--- config.mk ---
export PLATFORM = sky130hd
export DESIGN_NAME = mdu_hilo_unit
export DESIGN_NICKNAME = d
export VERILOG_FILES = /design/src/rtl/mdu_hilo_unit.sv
export SDC_FILE = /design/constraint.sdc
export NUM_CORES = 1
export LEC_CHECK = 0
export CAP_MARGIN = 20
export CORE_AREA = 4 4 181 183
export CTS_CLUSTER_SIZE = 14
export DETAILED_ROUTE_END_ITERATION = 12
export DIE_AREA = 0 0 185 187
export PLACE_DENSITY = 0.78
export SYNTH_ARGS = -nofsm -noshare
export SYNTH_HDL_FRONTEND = slang
export SYNTH_SLANG_ARGS = --single-unit
--- constraint.sdc ---
create_clock -name clk -period 6.4 [get_ports clk]
set_input_delay 0.64 -clock clk [delete_from_list [all_inputs] [get_ports clk]]
set_output_delay 0.64 -clock clk [all_outputs]
set_load 0.005 [all_outputs]
--- src/rtl/mdu_hilo_unit.sv ---
// rtl/mdu_hilo_unit.sv - iterative multiply/divide unit owning HI/LO
// Optional div-by-zero flag output enabled by `define MDU_DIV0_FLAG_EN
module mdu_hilo_unit #(
    parameter int XLEN = 32
) (
    input  logic            clk,
    input  logic            rst,
    input  logic            op_valid,
    output logic            op_ready,
    input  logic [4:0]      op,
    input  logic [XLEN-1:0] a,
    input  logic [XLEN-1:0] b,
    input  logic            flush,
    output logic            busy,
    output logic            done,
`ifdef MDU_DIV0_FLAG_EN
    output logic            div0,
`endif
    output logic            rd_valid,
    output logic [XLEN-1:0] rd_data,
    output logic [XLEN-1:0] hi_out,
    output logic [XLEN-1:0] lo_out
);
    localparam int CW = $clog2(XLEN);

    localparam logic [4:0] OP_MULT  = 5'b10001;
    localparam logic [4:0] OP_MULTU = 5'b10010;
    localparam logic [4:0] OP_DIV   = 5'b01111;
    localparam logic [4:0] OP_DIVU  = 5'b10000;
    localparam logic [4:0] OP_MFHI  = 5'b10011;
    localparam logic [4:0] OP_MFLO  = 5'b10100;
    localparam logic [4:0] OP_MTHI  = 5'b10101;
    localparam logic [4:0] OP_MTLO  = 5'b10111;

    typedef enum logic [1:0] {S_IDLE, S_CALC, S_FIX} state_t;

    state_t          state;
    logic [CW-1:0]   cnt;
    logic [XLEN-1:0] hi;
    logic [XLEN-1:0] lo;
    logic [XLEN-1:0] acc_hi;
    logic [XLEN-1:0] acc_lo;
    logic [XLEN-1:0] opnd;
    logic            is_div;
    logic            neg_q;
    logic            neg_r;
    logic            div_zero;

    logic            signed_op;
    logic            a_neg;
    logic            b_neg;
    logic [XLEN-1:0] a_mag;
    logic [XLEN-1:0] b_mag;
    logic            accept;

    logic [XLEN-1:0]   addend;
    logic [XLEN:0]     mul_sum;
    logic [XLEN:0]     rem_shift;
    logic [XLEN:0]     rem_diff;
    logic [2*XLEN-1:0] prod;
    logic [2*XLEN-1:0] prod_fix;
    logic [XLEN-1:0]   quot_fix;
    logic [XLEN-1:0]   rem_fix;

    assign op_ready = !busy;
    assign hi_out   = hi;
    assign lo_out   = lo;
    assign accept   = op_valid && op_ready && !flush && (state == S_IDLE);

    assign signed_op = (op == OP_MULT) || (op == OP_DIV);
    assign a_neg     = signed_op && a[XLEN-1];
    assign b_neg     = signed_op && b[XLEN-1];
    assign a_mag     = a_neg ? -a : a;
    assign b_mag     = b_neg ? -b : b;

    // Multiply: add-then-shift-right of {acc_hi, acc_lo}, multiplier consumed from acc_lo[0].
    assign addend  = acc_lo[0] ? opnd : '0;
    assign mul_sum = {1'b0, acc_hi} + {1'b0, addend};

    // Divide: restoring step, dividend bits shifted out of acc_lo into the remainder.
    assign rem_shift = {acc_hi, acc_lo[XLEN-1]};
    assign rem_diff  = rem_shift - {1'b0, opnd};

    assign prod     = {acc_hi, acc_lo};
    assign prod_fix = neg_q ? -prod : prod;
    assign quot_fix = neg_q ? -acc_lo : acc_lo;
    // With a zero divisor the remainder ends as |a|, so restoring the dividend sign yields a.
    assign rem_fix  = neg_r ? -acc_hi : acc_hi;

    always_ff @(posedge clk or posedge rst) begin
        if (rst) begin
            state    <= S_IDLE;
            cnt      <= '0;
            hi       <= '0;
            lo       <= '0;
            acc_hi   <= '0;
            acc_lo   <= '0;
            opnd     <= '0;
            is_div   <= 1'b0;
            neg_q    <= 1'b0;
            neg_r    <= 1'b0;
            div_zero <= 1'b0;
            busy     <= 1'b0;
            done     <= 1'b0;
            rd_valid <= 1'b0;
            rd_data  <= '0;
`ifdef MDU_DIV0_FLAG_EN
            div0     <= 1'b0;
`endif
        end else begin
            done     <= 1'b0;
            rd_valid <= 1'b0;
`ifdef MDU_DIV0_FLAG_EN
            div0     <= 1'b0;
`endif
            case (state)
                S_IDLE: begin
                    if (accept) begin
                        case (op)
                            OP_MULT, OP_MULTU: begin
                                acc_hi   <= '0;
                                acc_lo   <= b_mag;
                                opnd     <= a_mag;
                                is_div   <= 1'b0;
                                neg_q    <= a_neg ^ b_neg;
                                neg_r    <= 1'b0;
                                div_zero <= 1'b0;
                                cnt      <= '0;
                                busy     <= 1'b1;
                                state    <= S_CALC;
                            end
                            OP_DIV, OP_DIVU: begin
                                acc_hi   <= '0;
                                acc_lo   <= a_mag;
                                opnd     <= b_mag;
                                is_div   <= 1'b1;
                                neg_q    <= a_neg ^ b_neg;
                                neg_r    <= a_neg;
                                div_zero <= (b == '0);
                                cnt      <= '0;
                                busy     <= 1'b1;
                                state    <= S_CALC;
                            end
                            OP_MFHI: begin
                                rd_data  <= hi;
                                rd_valid <= 1'b1;
                            end
                            OP_MFLO: begin
                                rd_data  <= lo;
                                rd_valid <= 1'b1;
                            end
                            OP_MTHI: hi <= a;
                            OP_MTLO: lo <= a;
                            default: ;
                        endcase
                    end
                end
                S_CALC: begin
                    if (flush) begin
                        state <= S_IDLE;
                        busy  <= 1'b0;
                        cnt   <= '0;
                    end else begin
                        if (is_div) begin
                            acc_hi <= rem_diff[XLEN] ? rem_shift[XLEN-1:0] : rem_diff[XLEN-1:0];
                            acc_lo <= {acc_lo[XLEN-2:0], !rem_diff[XLEN]};
                        end else begin
                            acc_hi <= mul_sum[XLEN:1];
                            acc_lo <= {mul_sum[0], acc_lo[XLEN-1:1]};
                        end
                        if (cnt == CW'(XLEN - 1)) begin
                            cnt   <= '0;
                            state <= S_FIX;
                        end else begin
                            cnt <= cnt + CW'(1);
                        end
                    end
                end
                S_FIX: begin
                    state <= S_IDLE;
                    busy  <= 1'b0;
                    if (!flush) begin
                        done <= 1'b1;
                        if (is_div) begin
                            hi <= rem_fix;
                            lo <= div_zero ? '1 : quot_fix;
`ifdef MDU_DIV0_FLAG_EN
                            div0 <= div_zero;
`endif
                        end else begin
                            hi <= prod_fix[2*XLEN-1:XLEN];
                            lo <= prod_fix[XLEN-1:0];
                        end
                    end
                end
                default: begin
                    state <= S_IDLE;
                    busy  <= 1'b0;
                end
            endcase
        end
    end
endmodule
### Word level (Yosys, flattened, before mapping)

Index checks and enable logic that the tools add are counted.

| word-level totals | value |
|---|---|
| latch bits | 0 |
| flip-flop bits (word level) | 206 |
| logic and storage cells | 125 |
| bits in read-only memories | 0 |
| memories kept | 0 |
| output and inout bits | 100 |
| memory bits (writable) | 0 |

| cells by class | value |
|---|---|
| multiplexer cells | 52 |
| eq/ne operators | 20 |
| shift-type cells | 0 |
| div/mod/pow operators | 0 |
| bitwise logic cells | 1 |
| $lt $le $gt $ge | 0 |
| reductions and logical operators | 29 |
| multiply operators | 0 |
| add/sub/neg operators | 8 |

Operators by type and width:

| kind | count |
|---|---|
| $mux W32 | 22 |
| $pmux W32 S2 | 7 |
| $neg A32 Y32 | 4 |
| $mux W64 | 1 |
| $neg A64 Y64 | 1 |
| $eq A5 B5 Y1 const B | 8 |
| $add A32 B32 Y33 | 1 |
| $sub A33 B32 Y33 | 1 |
| $logic_not A32 Y1 | 1 |
| $mux W5 | 4 |
| $reduce_and A3 Y1 | 6 |
| $reduce_and A4 Y1 | 4 |
| $ne A2 B2 Y1 const B | 5 |
| $pmux W5 S2 | 1 |
| $mux W1 | 8 |
| $mux W2 | 4 |
| $pmux W1 S2 | 4 |
| $reduce_bool A2 Y1 | 4 |
| $reduce_or A2 Y1 | 3 |
| $add A5 B1 Y5 const B | 1 |
| $eq A5 B4 Y1 const B | 1 |
| $logic_and A1 B1 Y1 | 5 |
| $ne A2 B1 Y1 const B | 2 |
| $pmux W2 S2 | 1 |
| other kinds (9) | 11 |

### Longest topological paths before layout

Gate-level depths: netlist of run 1.

| logic depth | value |
|---|---|
| word-level depth | 7 |
| mapped depth | 13 |
| mapped depth without buffers | 13 |

### Least setup slack after synthesis of run 1

OpenSTA, ideal clock, no wires.

| timing path | value |
|---|---|
| path type | flip-flop to flip-flop |
| start | register acc_lo[0] |
| end | register acc_hi[31] |
| setup slack | 2.983 ns |
| arrival | 3.296 ns |
| cell stages (with the launch flop) | 14 |
| library setup time | 0.122 ns |
| data required time | 6.278 ns |
| period minus slack after synthesis | 3.417 ns |
| path through | dfrtp_1 inv_1 clkbuf_1 nor2_1 ha_1 a21oi_1 o21bai_1 a21oi_1 or4b_2 a311oi_1 o31ai_1 a2111oi_0 nor3_1 a32o_1 |

| on the way | value |
|---|---|
| longest elaborated chain between the ends | 5 |

Ends and longest elaborated chain:

| element | line | RTL |
|---|---|---|
| from (decl) | 42 | `logic [XLEN-1:0] acc_lo;` |
| from (signal assigned) | 122 | `acc_lo <= b_mag;` |
| from (signal assigned) | 134 | `acc_lo <= a_mag;` |
| from (signal assigned) | 166 | `acc_lo <= {acc_lo[XLEN-2:0], !rem_diff[XLEN]};` |
| $mux W32 | 77 | `assign addend = acc_lo[0] ? opnd : '0;` |
| $add A32 B32 Y33 | 78 | `assign mul_sum = {1'b0, acc_hi} + {1'b0, addend};` |
| $mux W32 | 164 | `if (is_div) begin` |
| $mux W32 | 159 | `if (flush) begin` |
| $pmux W32 S2 | 116 | `case (state)` |
| to (signal assigned) | 165 | `acc_hi <= rem_diff[XLEN] ? rem_shift[XLEN-1:0] : rem_diff[XLEN-1:0];` |
| to (signal assigned) | 168 | `acc_hi <= mul_sum[XLEN:1];` |
| to (decl) | 41 | `logic [XLEN-1:0] acc_hi;` |

No other way between the ends. The select of a mux whose other input is x is not followed.
A chain may end at the register's enable or synchronous reset.

### Final worst setup path of run 1

Same ends and word-level chain as after synthesis.

==> results.txt, run 1 <==
- Number of rows in the core area: 65
* Number of enable flip-flop cells after synthesis: 0
- The clock period could shrink to 4.43 ns.
- Unrepaired setup endpoints after global routing: false
* WL final: 57800 um
- Maximum achievable frequency: 0.226 GHz
- Proportion of layout cells with a drive suffix above 1: 0.0492
- STA classifies the critical path startpoint as a register.
* Routed length per placed instance: 22.2 um
- In this run, the number of DRC markers left after iteration 0 of detailed routing was 1878.
- Setup violations remaining at the end of the flow were counted as 0.
- FF-to-FF End: acc_hi[31]$_DFFE_PP0P_
- Number of distinct library cells after synthesis: 76
- Global routing finished with a remaining overflow of 0.
- The compound-cell area share of the yosys netlist came to 0.242.
* Register bit total from synthesis: 206
- In the finished design, the share of the clock period the worst path needs comes to 0.693.
- The setup path with the least slack is of type reg2reg.
- Number of cells on the worst hold path: 2
- Die Ht: 187 um
- Sum of negative setup slack: 0 ns
* Rel. slew slack: 0.206
* Mapped Nets: 2223
* Clock slew at the register clock pins of the worst setup and hold paths: 0.07 ns
* Setup Buffers After CTS: 0
- Multiplexer fraction of the synthesized cell area: 0.0626
- Total number of vias: 16.7k
- Filler instances: 2748
- Number of antenna violations at the first check in global routing: 1
* Final layout net count: 2325
- Initial Utilization: 0.525
* Max-cap viol count: 0
- Clock tree synthesis found a total of 206 sinks.
- The worst register-to-register path has a depth of 12.
- Proportion of register bits with asynchronous set or reset after synthesis: 1.00
- For this design the static power due to leakage is 8.52 nW.
* CTS Hold Buffers Added: 0
* Post-synthesis sequential area ratio: 0.315
- Worst reg-to-reg setup slack: 1.97 ns
* Post-synthesis area per instance: 7.89 sq um
- The detail route stage leaves a number of antenna-violating nets equal to 0.
- At the later pin of the worst-skew pair, clock insertion delay measures 0.54 ns.
- Count of boundary I/O pins: 173
* Pre-antenna DRT Iters: 6
- IR analysis of the VDD net gives a maximum drop of 0.206 mV.
- From synthesis to final layout, the design area changed by 17.2%.
* Number of warnings issued by yosys: 0
- Counting the buffers created by CTS gives 25.
* Cell area after synthesis: 16400 sq um
* Full die area: 34600 sq um
- Port buffering added 172 buffers.
- Number of H-tree levels: 1
- The path class of the tightest hold or removal check is reg2reg.
- Data arrives at the worst endpoint at 4.86 ns.
- The startpoint identified for the worst register-to-register timing path is acc_lo[0]$_DFFE_PP0P_.
* First-pass GRT wire length: 89500 um
- The number of global-route vias before repair is 15.2k.
- Worst hold path endpoint: rd_data[6]$_DFFE_PP0P_
* Remaining DRCs: 0
- For this run, the total global-route usage over all layers was measured as 0.322.
* Number of buffers between clock root and the deepest sink: 3
- Worst-path fanout max: 23
- For this run, the leading register cell type out of synthesis is dfrtp_1.
- Synthesis produced a netlist whose cell count is 2078.
* Pin count of the biggest net entering global routing: 102
* CTS tree: built
* RePlAce Congestion: 0.985
- Summing internal, switching and leakage power gives 4.60 mW.
* Result of the run: finished, final reports clean
- The worst setup path is captured at a register.
- Source of the worst hold timing path: rd_data[6]$_DFFE_PP0P_
* Transition time at the pin with the least slew margin: 1.19 ns
- Clock skew on the completed layout was measured at 0.00793 ns.
- The floorplan step set the die width to 185 um.
- Post-synthesis simple-gate area fraction: 0.195
* Power density over cell area: 239 nW/um^2
- Critical path required time: 6.83 ns
* Antenna diode instance count: 0
* Post-cts resize count: 0
- Root Buffer: clkbuf_16
* Number of failing hold endpoints at the final stage: 0
- Of the total synthesized cell area, the portion taken by full adders, half adders and majority gates is 0.0559.
- Core region area: 31200 sq um
- Of the total synthesized cell area, the portion taken by XOR and XNOR cells is 0.0855.
* Max-slew violations: 0
* Largest family of logic cells by synthesized area: compound AO/OA/AOI/OAI gates
* DP Wirelength: 44100 um
- Vias/cell: 6.43
-- area by class of cell --
type | count | area, sq um | area share
Multi-Input combinational cell | 1692 | 10600 | 0.550
Sequential cell | 206 | 5160 | 0.268
Timing Repair Buffer | 190 | 1870 | 0.0975
Clock buffer | 32 | 672 | 0.0350
Tap cell | 402 | 503 | 0.0262
Inverter | 65 | 251 | 0.0131
Clock inverter | 10 | 185 | 0.00964
-- stage by stage --
| stage | util | hold slack (ns) | instances | worst slack (ns) | cell area (sq um) |
|---|---|---|---|---|---|
| 3_5_place_dp | 0.587 | 0.471 | 2553 | 1.96 | 18300 |
| 2_1_floorplan | - | 0.450 | 2078 | 0.136 | 16400 |
| 3_3_place_gp | 0.587 | 0.462 | 2553 | 2.11 | 18300 |
| 6_report | 0.615 | 0.479 | 2597 | 1.97 | 19200 |
| 5_1_grt | 0.615 | 0.497 | 2597 | 1.74 | 19200 |
| 4_1_cts | 0.614 | 0.484 | 2595 | 2.02 | 19200 |
-- per-layer routing --
layer,global-route usage,vias up,part of all wire
met1,0.472,8015,0.42
met4,0.118,2,0.040
met3,0.0620,134,0.11
li1,-,7638,-
met5,0,-,0.00023
met2,0.472,919,0.42
-- state kept, by name (all words and copies together), names as in the netlist, 2 cells and up --
name	cells
acc_hi	32
acc_lo	32
hi_out	32
lo_out	32
opnd	32
rd_data	32
cnt	5
state	2
-- cells by family after synthesis --
| group | Yosys count |
|---|---|
| AO/OA/AOI/OAI | 655 |
| XOR/XNOR | 160 |
| adder cells (fa/ha/maj) | 72 |
| buffers and inverters | 180 |
| flip-flops | 206 |
| multiplexers | 101 |
| AND/OR/NAND/NOR | 704 |
-- cell usage after synthesis (17+ instances only) --
cell type	instances	area, sq um
a22oi_1	17	128
ha_1	70	876
o21ai_0	257	1290
a21oi_1	141	706
nand2_1	295	1110
nand2b_1	24	150
mux2i_1	89	891
dfrtp_1	206	5150
nand3_1	17	85.1
nor2b_1	20	125
a21o_1	22	165
clkbuf_1	97	364
a31oi_1	35	219
o211ai_1	19	143
xor2_1	72	631
o31ai_1	19	143
nor2_1	201	754
inv_1	65	244
o22ai_1	27	169
xnor2_1	88	771
nor3_1	39	195
-- report_power, final --
group	internal (mW)	switching [mW]	total (mW)
clock	0.938	0.601	1.54
sequential	1.42	0.194	1.62
combinational	0.602	0.842	1.44
-- worst max-delay path, stage by stage (launching register included) --
cell and delay (ns):
dfrtp_1 0.44, inv_1 0.61, nor2_1 0.10, ha_1 0.37
a21o_1 0.20, or3_1 0.31, o221ai_1 0.44, nand2_1 0.26
a311oi_1 0.40, o31ai_1 0.20, a2111oi_0 0.58, nor3_1 0.13
a32o_1 0.27
-- worst max-delay path by stage --
| stage | start | to | slack (ns) |
|---|---|---|---|
| floorplan | rst | acc_hi[0]$_DFFE_PP0P_ | 0.14 |
| global placement | op[1] | acc_lo[13]$_DFFE_PP0P_ | 2.11 |
| detailed placement | op[1] | acc_lo[13]$_DFFE_PP0P_ | 1.96 |
| CTS | acc_lo[0]$_DFFE_PP0P_ | acc_hi[31]$_DFFE_PP0P_ | 2.02 |
| global route | acc_lo[0]$_DFFE_PP0P_ | acc_hi[31]$_DFFE_PP0P_ | 1.74 |
| finish | acc_lo[0]$_DFFE_PP0P_ | acc_hi[31]$_DFFE_PP0P_ | 1.97 |
-- placed cells by master, fill, tap and decap left out, drive strengths merged, types with 15 or more instances in the layout --
master           n
a21o            23
a21oi          143
a22oi           17
a31oi           36
and3            16
buf             18
clkbuf          32
clkdlybuf4s50  172
dfrtp          206
ha              70
inv             66
mux2i           89
nand2          295
nand2b          24
nand3           17
nor2           201
nor2b           20
nor3            43
nor4            15
o211ai          21
o21a            15
o21ai          270
o22ai           27
o31ai           21
or3             17
xnor2           88
xor2            72
Note: power is estimated with default switching activity, not from simulation.
==> inputs of run 2 (changes only) <==
==> constraint.sdc (replaced) <==
create_clock -name clk -period 3.6 [get_ports clk]
set_input_delay 0.36 -clock clk [delete_from_list [all_inputs] [get_ports clk]]
set_output_delay 0.36 -clock clk [all_outputs]
set_load 0.005 [all_outputs]
==> run 2 against run 1 <==
Compared with the run above:
- die area unchanged
- fmax up 29%
- critical path depth unchanged
- sequential share of layout area down 1.9 points
- global-route usage up 3.0 points
- final cell count up 6.7%
- sequential power up 75%
- setup slack worse by 1.8 ns
- hold slack worse by 0.36 ns
- sequential cell count unchanged
- wire length up 8.6%
- clock skew up 0.0024 ns
- critical path type unchanged
==> results.txt, run 2 (synthesized netlist as in run 1, its figures left out) <==
- Worst setup timing slack at the placement stage: 0.0511 ns (-1.91 ns)
- Path class of the lowest-slack min-delay path: in2async
- The number of violations reported at the end of detailed-routing iteration 0 came to 2289 (+22%).
- The area enclosed by the die boundary is 34600 sq um (unchanged).
- Max-cap viol count: 0 (unchanged)
- The worst supply voltage drop on vdd is 0.343 mV (+66%).
- The total global routing overflow is 0 (unchanged).
* Result of the run: finished, final reports clean
* Number of antenna violations at the first check in global routing: 0 (-1)
* Maximum achievable frequency: 0.290 GHz (+29%)
- Fin Clk Skew: 0.0103 ns (+0.00239 ns)
- Layout Area Growth over Synthesis: 26.1%
- Core region area: 31200 sq um (unchanged)
- The clock insertion delay at the later pin of the skew report came to 0.53 ns (about the same).
- The final net count came to 2495 (+7.3%).
- Die Ht: 187 um (unchanged)
* Time the worst path needs with I/O delays and setup: 3.44 ns (-0.991 ns)
- Worst Setup Path Type: reg2reg
- The final wirelength was 62700 um (+8.6%).
* Root Buffer: clkbuf_16
* Die X-Extent: 185 um (unchanged)
- Power density over cell area: 409 nW/um^2 (+71%)
- Kind of start point of the critical path: register
- The row count was 65 (unchanged).
- The DRC violation count after routing came to 0 (unchanged).
- Unrepaired setup endpoints after global routing: false
- The number of iterations in the first detailed-routing pass came to 7 (+1).
* Number of H-tree levels: 1 (unchanged)
- The all-layer global routing usage came to 0.351 (+0.0297).
- The total negative setup slack was 0 ns (unchanged).
- Proportion of layout cells with a drive suffix above 1: 0.123 (+0.0741)
- The largest net degree at the start of global routing is 92 (-9.8%).
- The final period utilization came to 0.956 (+0.264).
- The deepest clock path buffer count is 3 (unchanged).
- The number of hold violations in the final report is 0 (unchanged).
- The detailed-route vias per instance is 6.24 (-3.0%).
- Clock slew at the register clock pins of the worst setup and hold paths: 0.06 ns (about the same)
- The placed wire-length estimate came to 49600 um (+12%).
- The number of buffer cells added on primary ports is 172 (unchanged).
* Total clock buffers created by CTS: 24 (-4.0%)
- Transition time at the pin with the least slew margin: 1.08 ns (-0.112 ns)
* Vias in the first global route: 16.5k (+8.1%)
- Routed length per placed instance: 22.6 um (+1.8%)
* Data arrival, critical path: 3.86 ns (-1.00 ns)
- Min setup slack post-route: 0.157 ns (-1.81 ns)
* First-pass GRT wire length: 96100 um (+7.4%)
* Category of the worst setup path capture point: register
- The final antenna-violating net count came to 0 (unchanged).
- Leaving out fill and tap cells, the most frequent cells in the layout are nand2_1 (293), o21ai_0 (256), dfrtp_1 (205), nor2_1 (200), buf_4 (178).
- Number of placed instances, taps included: 2721 (+6.6%)
* Initial Utilization: 0.525 (unchanged)
- Count of boundary I/O pins: 173 (unchanged)
* Max-slew violations: 0 (unchanged)
- The number of vias in the routed layout was 17.3k (+3.5%).
- The count of non-filler cells in the finished layout came to 2771 (+6.7%).
- Leaving out fill and tap cells, the most frequent cell in the layout is nand2_1.
- CTS tree: built
- The sink count of the clock tree came to 206 (unchanged).
- The required time of the worst setup path came to 4.02 ns (-2.81 ns).
- The worst slew slack as a fraction of its limit was 0.280 (+0.0744).
- The highest net fanout along the worst path was 6 (-74%).
- The final estimated routing congestion in global placement was 1.03 (+4.8%).
- Pleak: 9.43 nW (+11%)
- The final setup violation count was 0 (unchanged).
## run 2: critical path, cell delays in order (launching register included)
cell and delay [ns]:
dfrtp_1 0.38, inv_1 0.08, ha_1 0.20, fa_1 0.23, nand2b_1 0.16, a21oi_2 0.08
o41ai_4 0.39, a21oi_2 0.16, a211o_1 0.34, a2111o_1 0.43, o211ai_4 0.17, mux2_2 0.38
a221o_1 0.31
## run 2: worst paths after layout
path	startpoint	endpoint	slack, ns	depth (start not counted)
min	rst	hi_out[1]$_DFFE_PP0P_	0.12	2
max reg2reg	acc_lo[31]$_DFFE_PP0P_	acc_hi[21]$_DFFE_PP0P_	0.16	12
max in group asynchronous	rst	is_div$_DFFE_PP0P_	2.69	3
min reg2reg	rd_data[17]$_DFFE_PP0P_	rd_data[17]$_DFFE_PP0P_	0.47	2
min in group clk	rd_data[17]$_DFFE_PP0P_	rd_data[17]$_DFFE_PP0P_	0.47	2
max	acc_lo[31]$_DFFE_PP0P_	acc_hi[21]$_DFFE_PP0P_	0.16	12
## run 2: metal layers
| metal | vias up | wire (um) | global-route usage |
|---|---|---|---|
| met4 | 0 | 2780 | 0.125 |
| met5 | - | 0 | 0 |
| met3 | 162 | 6270 | 0.0589 |
| met1 | 8184 | 26200 | 0.496 |
| li1 | 7965 | - | - |
| met2 | 975 | 27500 | 0.546 |
## run 2: area by class of cell
cell class	count	area, sq um
fillers	2678	10600
inverters	65	248
clock buffers	32	681
repair buffers	361	3280
clock inverters	12	158
multi-input cells	1692	10600
well taps	402	503
diodes	1	2.50
flip-flops and latches	206	5160
## run 2: power by group
group | switching [mW] | internal (mW) | total [mW]
clock | 1.06 | 1.55 | 2.61
combinational | 1.67 | 1.34 | 3.01
sequential | 0.299 | 2.53 | 2.83
## run 2: per-stage QoR
stage                     hold slack [ns]  power [mW]   util  instance area [sq um]
final                               0.116        8.44  0.662                  20700
after global routing                0.133        8.82  0.661                  20700
after CTS                           0.112        8.32  0.657                  20500
after detailed placement            0.469        5.73  0.630                  19700
after global placement              0.462        5.68  0.630                  19700
after floorplan                     0.450        4.63      -                  16400
## run 2: timing repair
action | in CTS | in global routing
resized for setup | 0 | 16
hold buffers | 0 | 0
hold endpoints to repair | 0 | 0
buffers inserted | 0 | 5
endpoints found under the setup margin | 0 | 21
==> inputs of run 3 (changes only) <==
--- a/config.mk
+++ b/config.mk
@@ -6,10 +6,11 @@
 export NUM_CORES = 1
 export LEC_CHECK = 0
 export CAP_MARGIN = 20
-export CORE_AREA = 4 4 181 183
+export CORE_AREA = 2 2 179 181
 export CTS_CLUSTER_SIZE = 14
 export DETAILED_ROUTE_END_ITERATION = 12
-export DIE_AREA = 0 0 185 187
+export DIE_AREA = 0 0 181 183
+export HOLD_SLACK_MARGIN = 0.02
 export PLACE_DENSITY = 0.78
 export SYNTH_ARGS = -nofsm -noshare
 export SYNTH_HDL_FRONTEND = slang
==> run 3 against run 2 <==
Compared with the run above:
- core utilization is 0.24 points higher
- register-to-register slack worse by 0.03 ns
- clock-buffer cell count decreased by 2
- global-route usage up 3.0 points
- final cell count rose by 0.22%
- sequential cell count stayed put
- largest power group unchanged
==> results.txt, run 3 (synthesized netlist as in run 1, its figures left out) <==
- The run finished with clean final reports.
- The max-cap violation count came to 0 (unchanged).
- TritonCTS built the clock tree.
- Most frequent cells in the layout: nand2_1 (292), o21ai_0 (255), dfrtp_1 (205), nor2_1 (200), buf_4 (187)
* Total number of vias: 17.5k (+1.2%)
- The number of buffer cells added on primary ports was 172 (unchanged).
* Pin count of the biggest net entering global routing: 66 (-28%)
- The final setup violation count is 0 (unchanged).
- The total area of sequential cells is 5160 sq um (unchanged).
- Remaining DRCs: 0 (unchanged)
- Number of rows in the core area: 65 (unchanged)
* Clock slew at the register clock pins of the worst setup and hold paths: 0.06 ns (about the same)
- Count of boundary I/O pins: 173 (unchanged)
- The worst supply voltage drop on vdd was 0.327 mV (-4.7%).
- Commonest non-fill, non-tap cell in the layout: nand2_1
- The length in cells of the worst reg-to-reg path is 11 (-1).
- The CTS buffer count came to 25 (+4.2%).
- Vias in the first global route: 16.4k (-0.52%)
* First-pass GRT wire length: 98000 um (+1.9%)
* Root Buffer: clkbuf_16
- The final period utilization is 0.966 (+0.00932).
* Worst-path fanout max: 8 (+2)
* Routed length per placed instance: 23.2 um (+2.3%)
- Time the worst path needs with I/O delays and setup: 3.48 ns (+0.0336 ns)
- Number of antenna violations at the first check in global routing: 0 (unchanged)
* Kind of start point of the critical path: register
- DP Wirelength: 50500 um (+1.9%)
* Die X-Extent: 181 um (-2.2%)
- Placement Cell Area: 19700 sq um (+0.29%)
* Filler instances: 2708 (+1.1%)
- Core region area: 31200 sq um (unchanged)
- The die height is 183 um (-2.1%).
- The number of hold violations in the final report was 0 (unchanged).
* Setup Buffers After CTS: 0 (unchanged)
- The worst setup path is captured at a register.
* Min setup slack post-route: 0.124 ns (-0.0336 ns)
- The final wirelength came to 64300 um (+2.6%).
- Final layout net count: 2503 (+0.32%)
- The number of iterations in the first detailed-routing pass came to 6 (-1).
- The pin slew with the least headroom to its limit came to 1.00 ns (-0.0753 ns).
- Layout Area Growth over Synthesis: 26.5%
* RePlAce Congestion: 1.03 (-0.68%)
* Total grt overflow: 0 (unchanged)
- The worst setup skew after layout is 0.00947 ns (-0.000854 ns).
- Number of buffers between clock root and the deepest sink: 3 (unchanged)
- The worst slew slack as a fraction of its limit came to 0.330 (+0.0502).
- The depth of the CTS H-tree came to 1 (unchanged).
- Area used by multi-input combinational logic: 10600 sq um (about the same)
- Global routing usage summed across all routing layers: 0.381 (+0.0301)
* Power density over cell area: 420 nW/um^2 (+2.9%)
- The worst slack after detailed placement came to -0.00532 ns (-0.0564 ns).
- Max-slew violations: 0 (unchanged)
* Antenna diode instance count: 0 (-1)
* Proportion of layout cells with a drive suffix above 1: 0.126 (+0.00300)
* Vias/cell: 6.30 (+0.94%)
- Area of all placed cells without fillers: 20700 sq um (+0.36%)
- The final antenna-violating net count came to 0 (unchanged).
- The required time of the worst setup path came to 4.01 ns (about the same).
* Worst Setup Path Type: reg2reg
- Pleak: 9.49 nW (+0.63%)
- The area enclosed by the die boundary came to 33100 sq um (-4.3%).
* Path class of the lowest-slack min-delay path: in2async
- The number of violations reported at the end of detailed-routing iteration 0 came to 1997 (-13%).
- Maximum achievable frequency: 0.288 GHz (-0.97%)
- Clock network latency to the later pin of the worst-skew pair: 0.55 ns (+0.02 ns)
- Number of clock sinks: 206 (unchanged)
* Initial Utilization: 0.525 (unchanged)
- The arrival time of the worst setup path was 3.88 ns (+0.02 ns).
-- run 3: through the flow --
step	std cells	TNS (ns)	utilization	total power, mW	hold WS (ns)
floorplan	2078	0	-	4.63	0.450
detailed placement	2732	-0.00532	0.632	5.77	0.469
CTS	2776	0	0.662	8.62	0.379
global placement	2732	-0.00436	0.632	5.71	0.461
finish	2777	0	0.664	8.72	0.361
global route	2777	-0.0518	0.664	9.07	0.432
-- run 3: repair_timing --
item,4_1_cts,5_1_grt
gates resized for setup,1,17
hold buffers,0,0
pin swaps,0,4
setup endpoints to repair,1,23
-- run 3: critical path: stages (launching register included) --
cell     delay (ns)
dfrtp_1        0.50
or4_4          0.58
nor4b_1        0.50
buf_4          0.22
nand4_1        0.12
o21ai_1        0.32
buf_4          0.21
o21ai_0        0.10
xnor2_1        0.32
nor2_1         0.08
a21oi_1        0.24
o21ai_0        0.14
-- run 3: cell type report --
cell class,instances,area share
Clock buffer,30,0.0325
Sequential cell,206,0.249
Multi-Input combinational cell,1692,0.512
Inverter,65,0.0119
Timing Repair Buffer,368,0.159
Clock inverter,14,0.0116
Tap cell,402,0.0243
-- run 3: path summary, 6_finish.rpt --
| path | start | end | slack, ns |
|---|---|---|---|
| max | acc_lo[3]$_DFFE_PP0P_ | hi_out[22]$_DFFE_PP0P_ | 0.12 |
| min | rst | cnt[0]$_DFFE_PP0P_ | 0.36 |
| max reg2reg | acc_lo[3]$_DFFE_PP0P_ | hi_out[22]$_DFFE_PP0P_ | 0.12 |
| min reg2reg | rd_data[7]$_DFFE_PP0P_ | rd_data[7]$_DFFE_PP0P_ | 0.48 |
| max in group asynchronous | rst | neg_q$_DFFE_PP0P_ | 2.42 |
| min in group clk | rd_data[7]$_DFFE_PP0P_ | rd_data[7]$_DFFE_PP0P_ | 0.48 |
-- run 3: report_power, final --
part	switching, mW	internal, mW	total (mW)
Clock	1.09	1.77	2.86
Combinational	1.73	1.31	3.03
Sequential	0.295	2.53	2.82
-- run 3: routing by layer --
layer	part of all wire	vias up	track usage
li1	-	7995	-
met1	0.41	8311	0.524
met2	0.44	1016	0.602
met3	0.10	165	0.0651
met4	0.046	0	0.154
met5	0	-	0
